$ cat src/rtl/vga_fb_arbiter.sv
// Frame-buffer SRAM arbiter: display reads take absolute priority, and scanner writes
// are buffered in a small FIFO that drains into the SRAM only while the display is idle.
module vga_fb_arbiter #(
    parameter int DATA_W       = 24,
    parameter int ADDR_W       = 19,
    parameter int FRAME_PIXELS = 307200,
    parameter int WBUF_DEPTH   = 4
) (
    input  logic                          iCLK25,
    input  logic                          iRST_N,
    input  logic                          iDisp_Req,
    input  logic                          iDisp_FrameStart,
    output logic [DATA_W-1:0]             oDisp_Data,
    output logic                          oDisp_Valid,
    input  logic                          iScan_Valid,
    input  logic [ADDR_W-1:0]             iScan_Addr,
    input  logic [DATA_W-1:0]             iScan_Data,
    output logic                          oScan_Ready,
    output logic [ADDR_W-1:0]             oMem_Addr,
    output logic [DATA_W-1:0]             oMem_WData,
    output logic                          oMem_WE,
    output logic                          oMem_RE,
    input  logic [DATA_W-1:0]             iMem_RData,
    output logic [$clog2(WBUF_DEPTH):0]   oWbuf_Level
);

    localparam int PTR_W = $clog2(WBUF_DEPTH);
    localparam int LVL_W = PTR_W + 1;
    localparam logic [ADDR_W-1:0] LAST_PIX  = ADDR_W'(FRAME_PIXELS - 1);
    localparam logic [LVL_W-1:0]  DEPTH_LVL = LVL_W'(WBUF_DEPTH);

    // Encoding chosen so that RE and WE come straight off state flops and cannot both be set.
    typedef enum logic [1:0] {
        GNT_IDLE  = 2'b00,
        GNT_READ  = 2'b01,
        GNT_WRITE = 2'b10
    } grant_t;

    grant_t grant, grant_next;

    logic [ADDR_W-1:0] wbuf_addr [WBUF_DEPTH];
    logic [DATA_W-1:0] wbuf_data [WBUF_DEPTH];
    logic [PTR_W-1:0]  head, tail;
    logic [LVL_W-1:0]  level;
    logic [ADDR_W-1:0] disp_addr, rd_addr;
    logic              push, pop, rd_pend;

    assign oScan_Ready = (level < DEPTH_LVL);
    assign oWbuf_Level = level;
    assign push        = iScan_Valid & oScan_Ready;
    assign pop         = (grant_next == GNT_WRITE);
    assign rd_addr     = iDisp_FrameStart ? '0 : disp_addr;
    assign oMem_RE     = grant[0];
    assign oMem_WE     = grant[1];

    // NOTE: the default is assigned before any branch, so no path can leave grant_next unassigned (no latch).
    always_comb begin
        grant_next = GNT_IDLE;
        if (iDisp_Req)
            grant_next = GNT_READ;
        else if (level != '0)
            grant_next = GNT_WRITE;
    end

    // NOTE: sequential state uses non-blocking assignments so every flop samples pre-edge values.
    always_ff @(posedge iCLK25 or negedge iRST_N) begin
        if (!iRST_N)
            grant <= GNT_IDLE;
        else
            grant <= grant_next;
    end

    always_ff @(posedge iCLK25 or negedge iRST_N) begin
        if (!iRST_N) begin
            oMem_Addr   <= '0;
            oMem_WData  <= '0;
            disp_addr   <= '0;
            rd_pend     <= 1'b0;
            oDisp_Valid <= 1'b0;
            oDisp_Data  <= '0;
            head        <= '0;
            tail        <= '0;
            level       <= '0;
        end else begin
            case (grant_next)
                GNT_READ: begin
                    oMem_Addr <= rd_addr;
                    disp_addr <= (rd_addr == LAST_PIX) ? '0 : rd_addr + ADDR_W'(1);
                end
                GNT_WRITE: begin
                    oMem_Addr  <= wbuf_addr[head];
                    oMem_WData <= wbuf_data[head];
                    if (iDisp_FrameStart)
                        disp_addr <= '0;
                end
                default: begin
                    if (iDisp_FrameStart)
                        disp_addr <= '0;
                end
            endcase

            // The SRAM returns data one cycle after RE; register it once more for the display.
            rd_pend     <= oMem_RE;
            oDisp_Valid <= rd_pend;
            if (rd_pend)
                oDisp_Data <= iMem_RData;

            if (push)
                tail <= tail + PTR_W'(1);
            if (pop)
                head <= head + PTR_W'(1);
            level <= level + LVL_W'(push) - LVL_W'(pop);
        end
    end

    // NOTE: the buffer storage has no reset; the level and pointers alone decide which entries are live.
    always_ff @(posedge iCLK25) begin
        if (push) begin
            wbuf_addr[tail] <= iScan_Addr;
            wbuf_data[tail] <= iScan_Data;
        end
    end

endmodule
$ cat config.mk
export PLATFORM = sky130hd
export DESIGN_NAME = vga_fb_arbiter
export DESIGN_NICKNAME = d
export VERILOG_FILES = /design/src/rtl/vga_fb_arbiter.sv
export SDC_FILE = /design/constraint.sdc
export NUM_CORES = 1
export LEC_CHECK = 0
export BUFFER_PORTS_ARGS = -buffer_cell sky130_fd_sc_hd__buf_4
export CAP_MARGIN = 15
export CORE_ASPECT_RATIO = 0.7
export CORE_UTILIZATION = 51
export DETAILED_ROUTE_END_ITERATION = 10
export HOLD_SLACK_MARGIN = 0.03
export MAX_ROUTING_LAYER = met4
export PLACE_DENSITY = 0.73
export SLEW_MARGIN = 40
export SYNTH_ARGS = -nofsm -noshare
export SYNTH_HDL_FRONTEND = slang
export SYNTH_SLANG_ARGS = --single-unit
$ cat constraint.sdc
create_clock -name iCLK25 -period 2.3 [get_ports iCLK25]
set_input_delay 0.115 -clock iCLK25 [delete_from_list [all_inputs] [get_ports iCLK25]]
set_output_delay 0.115 -clock iCLK25 [all_outputs]
set_load 0.01 [all_outputs]
==> impl_metrics.tcl, run 1 <==
set metrics [dict create \
    status "completed" \
    portBuffers 145 \
    cp_top_family "simple AND/OR/NAND/NOR gates" \
    dieHeight_um 122 \
    clock_skew_ns 0.0142 \
    pin_count 146 \
    crit_buf_inv 0 \
    drt_iter0_drc 371 \
    synthArstFlopShare 0.361 \
    setup-violations-final 0 \
    wl_per_cell_um 20.0 \
    synthFlopType "edfxtp_1" \
    place_inst 966 \
    vias 5777 \
    drc 0 \
    synthCells 558 \
    p_leak_nw 5.20 \
    cp.required_ns 2.70 \
    setup.worst_path.end_class "register" \
    synth-edff-count 172 \
    first_pass_iters 4 \
    die_area_um2 21100 \
    syn_avg_cell_area_um2 18.8 \
    ir_drop_v 0.000770 \
    layout.cells.most_common_list "172 x edfxtp_1, 154 x buf_4, 94 x dfrtp_1" \
    ys_warn_count 0 \
    rsz0062_at_grt "false" \
    grt_max_degree 72 \
    hold_viol 0 \
    final_common_cell "edfxtp_1" \
    avgViaCountPerCell 5.33 \
    max-cap-violations 0 \
    dpl.hpwl_mm 13.4 \
    clock_sinks 269 \
    cts_setup_buffers 0 \
    finalNetCount 873 \
    globalRouteOverflowTotal 0 \
    start_kind "register" \
    rows 43 \
    worstPathCellList "nor2b_1, ha_1, nand4_1, nor2_4, nand3_1, nor2b_2, nor3_1" \
    drtAntennaViolNets 0 \
    htree_levels 1 \
    reg2reg_to "disp_addr[15]" \
    hold_slack_ns 0.0852 \
    drv_slew 0 \
    yosysSeqAreaShare 0.725 \
    grt_pass1_wl_mm 34.2 \
    fin_cells 1083 \
    cts_root_buf "clkbuf_16" \
    grt_pass1_vias 6204 \
    fmax_mhz 482 \
    power.density_nw_per_um2 1080 \
    fin_setup_tns_ns 0 \
    fin_crit_sh 0.902 \
    crit_arrival_ns 2.48 \
    r2r_cells 7 \
    wl_mm 21.6 \
    synthDistinctLibCells 43 \
    drive_gt1_frac 0.371 \
    synth-seq-cells 269 \
    synth_area_um2 10500 \
    nFillCells 1304 \
    numCtsBuffers 25 \
    cts_tree "yes" \
    fp.coreArea_um2 20000 \
    grt_use_total 0.217 \
    clock_latency_ns 0.53 \
    flow.area_growth_from_synthesis_pct 29.2 \
    max_stage_delay_ns 0.36 \
    cts_buffer_depth 3 \
    worst_pin_slew_ns 0.618 \
    cp_slowest_cell "dfrtp_1" \
    synth_nets 638 \
    initial_utilization 0.525 \
    fin_crit_ns 2.08 \
    antenna_found_initial 1 \
    die_w_um 173 \
    path_class "register to register" \
    r2r_start "disp_addr[0]" \
    max-slew-margin-rel 0.587 \
    gp_congestion 0.953 \
    hp-class "input port to asynchronous set/reset pin" \
    regToRegSetupSlack_ns 0.22 \
    clk_pin_slew_ns 0.07 \
    fin_util 0.678 \
    path_max_fanout 7 \
]
[cells by family (layout without fill, tap and decap cells)]
group | count (synthesis) | in the layout | synth area share
fa+ha+maj | 8 | 8 | 0.0103
compound gates | 26 | 26 | 0.0133
flops | 269 | 269 | 0.725
other cells | 0 | 1 | 0
buf+inv | 35 | 289 | 0.0207
simple gates | 92 | 92 | 0.0513
mux | 109 | 109 | 0.164
xor+xnor | 19 | 19 | 0.0159
[layer usage]
layer  up-vias  global-route usage  routed length, um
li1       2610                   -                  -
met1      2965               0.292               9600
met2       163               0.354              10500
met3        39              0.0325               1010
met4         0              0.0531                449
met5         -                   -                  0
[registers in the layout, summed over array words and instances, names as in the netlist]
register     cells
grant            2
tail             2
oWbuf_Level      3
oMem_WData      24
oDisp_Valid      1
head             2
wbuf_data       96
oMem_Addr       19
disp_addr       19
oDisp_Data      24
rd_pend          1
wbuf_addr       76
[synth_stat cells, drive strengths merged, types with 8 or more instances]
library cell  instances  share of area
xor2                  8         0.0067
mux2                 48          0.052
inv                   8         0.0029
edfxtp              172           0.49
o21ai                17         0.0081
mux2i                18          0.017
dfrtp                97           0.23
buf                  20          0.015
xnor2                11         0.0092
nand2                19         0.0068
mux4                 43          0.095
nor2b                10         0.0060
nor2                 17         0.0070
nand3                10         0.0048
[final cells by class]
type,instances,area [um^2],share of cell area
sequential,269,7600,0.561
multi-input combinational,254,2680,0.198
timing repair buffer,235,2080,0.153
clock buffer,36,708,0.0523
tap,270,338,0.0249
clock inverter,10,108,0.00795
inverter,8,30.0,0.00222
antenna,1,2.50,0.000185
[stage by stage]
stage	worst slack (ns)	power [mW]	cell area (um^2)
floorplan	0.0117	8.99	10500
global placement	0.315	10.5	12000
detailed placement	0.189	10.6	12000
CTS	0.112	14.9	13500
global route	0.0935	15.4	13500
finish	0.225	14.7	13500
[worst register-to-register path, cell delays in order (launching register included)]
cell and delay, ns:
dfrtp_1 0.36, nor2b_1 0.28, ha_1 0.26, nand4_1 0.20, nor2_4 0.23, nand3_1 0.18
nor2b_2 0.34, nor3_1 0.11
[worst max path at each step]
stage / from / end / slack [ns] / cells after the start
after floorplan: oWbuf_Level[2] / oWbuf_Level[2] / 0.01 / 10
after global placement: oWbuf_Level[2] / oWbuf_Level[2] / 0.32 / 9
after detailed placement: disp_addr[0] / disp_addr[5] / 0.19 / 7
after CTS: disp_addr[0] / disp_addr[9] / 0.11 / 7
after global routing: oWbuf_Level[2] / oWbuf_Level[2] / 0.09 / 9
final: disp_addr[0] / disp_addr[15] / 0.22 / 7
[where the power goes]
part | switching, mW | internal, mW | total, mW | leakage (nW)
logic | 1.76 | 2.20 | 3.96 | 2.05
registers | 0.513 | 6.10 | 6.61 | 2.76
clock network | 1.73 | 2.37 | 4.10 | 0.393
[what timing repair did]
| item | 4_1_cts | 5_1_grt |
|---|---|---|
| endpoints found under the setup margin | 0 | 7 |
| hold buffers | 70 | 0 |
| endpoints found under the hold margin | 296 | 0 |
| resized for setup | 0 | 1 |
(Power assumes the default switching activity.)
==> inputs of run 2 (changes only) <==
--- a/config.mk
+++ b/config.mk
@@ -8,11 +8,12 @@
 export BUFFER_PORTS_ARGS = -buffer_cell sky130_fd_sc_hd__buf_4
 export CAP_MARGIN = 15
 export CORE_ASPECT_RATIO = 0.7
-export CORE_UTILIZATION = 51
+export CORE_MARGIN = 2
+export CORE_UTILIZATION = 61
 export DETAILED_ROUTE_END_ITERATION = 10
 export HOLD_SLACK_MARGIN = 0.03
 export MAX_ROUTING_LAYER = met4
-export PLACE_DENSITY = 0.73
+export PLACE_DENSITY = 0.82
 export SLEW_MARGIN = 40
 export SYNTH_ARGS = -nofsm -noshare
 export SYNTH_HDL_FRONTEND = slang
==> constraint.sdc (replaced) <==
create_clock -name iCLK25 -period 2.6 [get_ports iCLK25]
set_input_delay 0.13 -clock iCLK25 [delete_from_list [all_inputs] [get_ports iCLK25]]
set_output_delay 0.13 -clock iCLK25 [all_outputs]
set_load 0.01 [all_outputs]
==> impl_metrics.tcl, run 2 (synthesis gave the netlist of run 1 again) <==
set metrics [dict create \
    globalRouteOverflowTotal 0 \
    largest_register_ff_count 96 \
    max-slew-margin-rel 0.618 \
    max-cap-violations 0 \
    ctsResizeCount 0 \
    reg2reg_to "disp_addr[15]" \
    rsz0062_at_grt "false" \
    finalNetCount 864 \
    top_register "wbuf_data" \
    grt_max_degree 58 \
    setup-violations-final 0 \
    pin_count 146 \
    antenna_found_initial 2 \
    wl_mm 21.0 \
    cts-hold-fix-buffers 70 \
    grt_pass1_wl_mm 33.1 \
    die_w_um 161 \
    avgViaCountPerCell 5.56 \
    cts_tree "yes" \
    cts_buffer_depth 3 \
    vias 5750 \
    dpl.hpwl_mm 13.0 \
    clock_sinks 269 \
    portBuffers 145 \
    cts_setup_buffers 0 \
    ir_drop_v 0.000673 \
    path_class "input port to register" \
    fin_crit_sh 0.811 \
    fin_cells 1034 \
    clk_pin_slew_ns 0.07 \
    setup.worst_path.end_class "register" \
    numCtsBuffers 24 \
    fin_setup_tns_ns 0 \
    start_kind "input port" \
    fp.coreArea_um2 17000 \
    dieHeight_um 114 \
    clock_skew_ns 0.0186 \
    final_common_cell "edfxtp_1" \
    r2r_cells 7 \
    drtAntennaViolNets 0 \
    regToRegSetupSlack_ns 0.52 \
    drive_gt1_frac 0.368 \
    first_pass_iters 5 \
    flow.area_growth_from_synthesis_pct 27.9 \
    grt_use_total 0.243 \
    clock_latency_ns 0.52 \
    status "completed" \
    worst_pin_slew_ns 0.573 \
    die_area_um2 18300 \
    drc 0 \
    path_max_fanout 28 \
    hold_viol 0 \
    gp_congestion 0.914 \
    p_leak_nw 5.16 \
    hp-class "input port to asynchronous set/reset pin" \
    cts_root_buf "clkbuf_16" \
    htree_levels 1 \
    crit_arrival_ns 2.48 \
    power.density_nw_per_um2 967 \
    fin_crit_ns 2.11 \
    r2r_start "disp_addr[0]" \
    drv_slew 0 \
    finalPower_mw 13.0 \
    fmax_mhz 474 \
    layout.cells.most_common_list "172 x edfxtp_1, 149 x buf_4, 94 x dfrtp_1" \
    wl_per_cell_um 20.3 \
    cp.required_ns 2.97 \
    rows 40 \
    reg.largest.list "wbuf_data (96), wbuf_addr (76)" \
    drt_iter0_drc 510 \
    grt_pass1_vias 6048 \
    initial_utilization 0.618 \
    place_inst 919 \
]
run 2: worst max-delay path by stage:
stage | startpoint | endpoint
after CTS | oWbuf_Level[1] | oWbuf_Level[2]
after global placement | oWbuf_Level[1] | oWbuf_Level[2]
after floorplan | oWbuf_Level[1] | oWbuf_Level[2]
after detailed placement | oWbuf_Level[1] | oWbuf_Level[2]
final | iDisp_FrameStart | disp_addr[15]
after global routing | disp_addr[0] | disp_addr[15]
run 2: critical path, cell delays in order:
cell and delay [ns]:
dlygate4sd3_1 0.53, buf_4 0.22, nor2b_1 0.25, ha_1 0.25, nand4_1 0.19, nor2_4 0.23, nand3_1 0.15, nor2b_1 0.40
nor3_1 0.11
run 2: power by group:
group | total, mW | internal (mW) | switching [mW]
Combinational | 3.39 | 1.90 | 1.50
Clock | 3.67 | 2.18 | 1.48
Sequential | 5.91 | 5.39 | 0.512
run 2: stage by stage:
stage          setup slack, ns  hold slack (ns)  instance area (um^2)  utilization
3_3_place_gp             0.584            0.258                 11900        0.699
4_1_cts                  0.498            0.172                 13400        0.790
6_report                 0.491            0.166                 13400        0.790
5_1_grt                  0.236            0.202                 13400        0.790
2_1_floorplan            0.272           -0.166                 10500            -
3_5_place_dp             0.506            0.262                 11900        0.699
run 2: routing by layer:
layer / up-vias / share of wire / global-route usage
met3: 15 / 0.069 / 0.0429
met4: 0 / 0.010 / 0.0312
li1: 2609 / - / -
met5: - / 0 / -
met2: 220 / 0.50 / 0.404
met1: 2906 / 0.42 / 0.334
run 2: cell type report:
type                            instances  area [um^2]
Antenna cell                            2         5.00
Clock inverter                         14          185
Fill cell                             880         3560
Tap cell                              231          289
Timing Repair Buffer                  227         1970
Multi-Input combinational cell        254         2680
Clock buffer                           29          649
Sequential cell                       269         7600
Inverter                                8         30.0
==> inputs of run 3 (changes only) <==
--- a/config.mk
+++ b/config.mk
@@ -5,15 +5,16 @@
 export SDC_FILE = /design/constraint.sdc
 export NUM_CORES = 1
 export LEC_CHECK = 0
+export ABC_AREA = 1
 export BUFFER_PORTS_ARGS = -buffer_cell sky130_fd_sc_hd__buf_4
 export CAP_MARGIN = 15
 export CORE_ASPECT_RATIO = 0.7
 export CORE_MARGIN = 2
-export CORE_UTILIZATION = 61
+export CORE_UTILIZATION = 57
 export DETAILED_ROUTE_END_ITERATION = 10
 export HOLD_SLACK_MARGIN = 0.03
 export MAX_ROUTING_LAYER = met4
-export PLACE_DENSITY = 0.82
+export PLACE_DENSITY = 0.77
 export SLEW_MARGIN = 40
 export SYNTH_ARGS = -nofsm -noshare
 export SYNTH_HDL_FRONTEND = slang
==> constraint.sdc (replaced) <==
create_clock -name iCLK25 -period 2 [get_ports iCLK25]
set_input_delay 0.1 -clock iCLK25 [delete_from_list [all_inputs] [get_ports iCLK25]]
set_output_delay 0.1 -clock iCLK25 [all_outputs]
set_load 0.01 [all_outputs]
==> impl_metrics.tcl, run 3 <==
set metrics [dict create \
    n_antenna_cell 0 \
    synth-seq-cells 269 \
    cts_setup_buffers 0 \
    final_common_cell "nor2_1" \
    finalNetCount 1226 \
    nFillCells 1198 \
    dieHeight_um 119 \
    synthFlopType "edfxtp_1" \
    fin_crit_ns 1.86 \
    drv_slew 0 \
    globalRouteOverflowTotal 0 \
    status "completed" \
    rows 42 \
    cts_tree "yes" \
    numCtsBuffers 26 \
    dpl.hpwl_mm 15.7 \
    setup-violations-final 0 \
    synthDistinctLibCells 32 \
    first_pass_iters 5 \
    fmax_mhz 537 \
    fin_crit_sh 0.931 \
    fp.coreArea_um2 18800 \
    wl_mm 25.1 \
    drive_gt1_frac 0.232 \
    flow.area_growth_from_synthesis_pct 28.6 \
    wl_per_cell_um 17.8 \
    path_class "register to register" \
    multi_input_area_um2 2820 \
    fin_setup_tns_ns 0 \
    vias 7684 \
    worst_pin_slew_ns 0.815 \
    clock_skew_ns 0.00701 \
    path_max_fanout 70 \
    synth_nets 995 \
    fin_cells 1408 \
    yosys-top-cells-count "180 x nor2_1, 172 x edfxtp_1, 97 x dfrtp_1, 85 x nand2_1, 75 x o21ai_0" \
    portBuffers 145 \
    start_kind "register" \
    seq_area_um2 7590 \
    antenna_found_initial 0 \
    synth_area_um2 10800 \
    pin_count 146 \
    cts_root_buf "clkbuf_16" \
    ir_drop_v 0.000900 \
    p_leak_nw 5.61 \
    synth_most_common_cell "nor2_1" \
    drc 0 \
    place_inst 1290 \
    hold_viol 0 \
    avgViaCountPerCell 5.46 \
    grt_use_total 0.260 \
    cts_buffer_depth 3 \
    htree_levels 1 \
    cp.required_ns 2.43 \
    synthCells 915 \
    yosys-top-cells-area "edfxtp_1 48%, dfrtp_1 22%, nor2_1 6.2%, o21ai_0 3.5%, nand2_1 2.9%" \
    rsz0062_at_grt "false" \
    yosysSeqAreaShare 0.702 \
    synth_top_cell_area_share 0.477 \
    layout.cells.most_common_list "175 x nor2_1, 172 x edfxtp_1, 171 x buf_4" \
    top_register "wbuf_data" \
    initial_utilization 0.577 \
    clock_latency_ns 0.52 \
    grt_pass1_wl_mm 39.9 \
    synthArstFlopShare 0.361 \
    reg.largest.list "wbuf_data (96), wbuf_addr (76)" \
    max-slew-margin-rel 0.457 \
    drtAntennaViolNets 0 \
    die_w_um 169 \
    ys_warn_count 0 \
    fin_util 0.742 \
    gp_congestion 0.987 \
    clk_pin_slew_ns 0.06 \
    largest_register_ff_count 96 \
    crit_arrival_ns 2.30 \
    synth_top_area_cell "edfxtp_1" \
    syn_avg_cell_area_um2 11.8 \
    die_area_um2 20100 \
    max-cap-violations 0 \
    power.density_nw_per_um2 1260 \
    grt_pass1_vias 7504 \
    drt_iter0_drc 850 \
    synth-edff-count 172 \
    hp-class "input port to asynchronous set/reset pin" \
    grt_max_degree 71 \
    setup.worst_path.end_class "register" \
    clock_sinks 269 \
]
[run 3: cell count changes after synthesis, moves of 15 or more]
cell / before / now
nand3_1: 10 / 50
clkbuf_1: 6 / 28
a31oi_1: 0 / 25
o21ai_0: 14 / 75
mux2_2: 46 / 24
inv_1: 8 / 65
nor2_1: 15 / 180
mux2i_1: 18 / 0
o221ai_1: 0 / 15
nand2_1: 19 / 85
mux4_2: 37 / 0
[run 3: metrics by stage]
step	area (um^2)	worst slack [ns]	power, mW	hold slack (ns)
after CTS	13900	0.160	17.6	0.0885
final	13900	0.138	17.5	0.0844
after global routing	13900	0.0331	18.5	0.108
after detailed placement	12400	0.178	12.7	0.0969
after floorplan	10800	-0.362	10.4	-0.196
after global placement	12400	0.213	12.5	0.0965
[run 3: layout make-up]
class,instances,area share
Tap cell,242,0.0218
Multi-Input combinational cell,531,0.202
Clock buffer,32,0.0521
Sequential cell,269,0.546
Clock inverter,16,0.00890
Timing Repair Buffer,246,0.150
Inverter,72,0.0194
[run 3: repair_timing]
action | 4_1_cts | 5_1_grt
gates resized for setup | 0 | 0
hold endpoints to repair | 276 | 0
hold buffers | 70 | 0
[run 3: worst max-delay path: stages, from the launching register on]
cell	delay [ns]
dfrtp_1	0.40
inv_2	0.08
a21oi_4	0.15
buf_4	0.61
and2_1	0.27
xor2_1	0.19
[run 3: kinds of logic after synthesis]
| logic type | synth area share |
|---|---|
| flops | 0.702 |
| mux | 0.0250 |
| xor+xnor | 0.00971 |
| simple gates | 0.139 |
| compound gates | 0.0729 |
| buf+inv | 0.0422 |
| fa+ha+maj | 0.00995 |
[run 3: layer usage]
layer	track usage	vias up	routed length, um
li1	-	3620	-
met1	0.377	3670	11100
met2	0.396	358	11700
met3	0.0429	36	1970
met4	0.0571	0	388
met5	-	-	0
[run 3: worst paths after layout]
| kind | startpoint | endpoint | slack [ns] | cells past startpoint |
|---|---|---|---|---|
| min reg2reg | grant[0] | rd_pend | 0.39 | 0 |
| max | oWbuf_Level[2] | head[1] | 0.14 | 5 |
| min | iRST_N | oMem_WData[16] | 0.08 | 2 |
| min in group iCLK25 | iScan_Valid | tail[0] | 0.10 | 4 |
| max reg2reg | oWbuf_Level[2] | head[1] | 0.14 | 5 |
| max in group asynchronous | iRST_N | oDisp_Data[16] | 1.22 | 3 |
[run 3: power breakdown]
group | switching (mW) | internal (mW) | leakage (nW) | total, mW
clock | 1.98 | 2.81 | 0.420 | 4.80
sequential | 0.528 | 7.04 | 2.74 | 7.57
combinational | 3.08 | 2.07 | 2.44 | 5.15
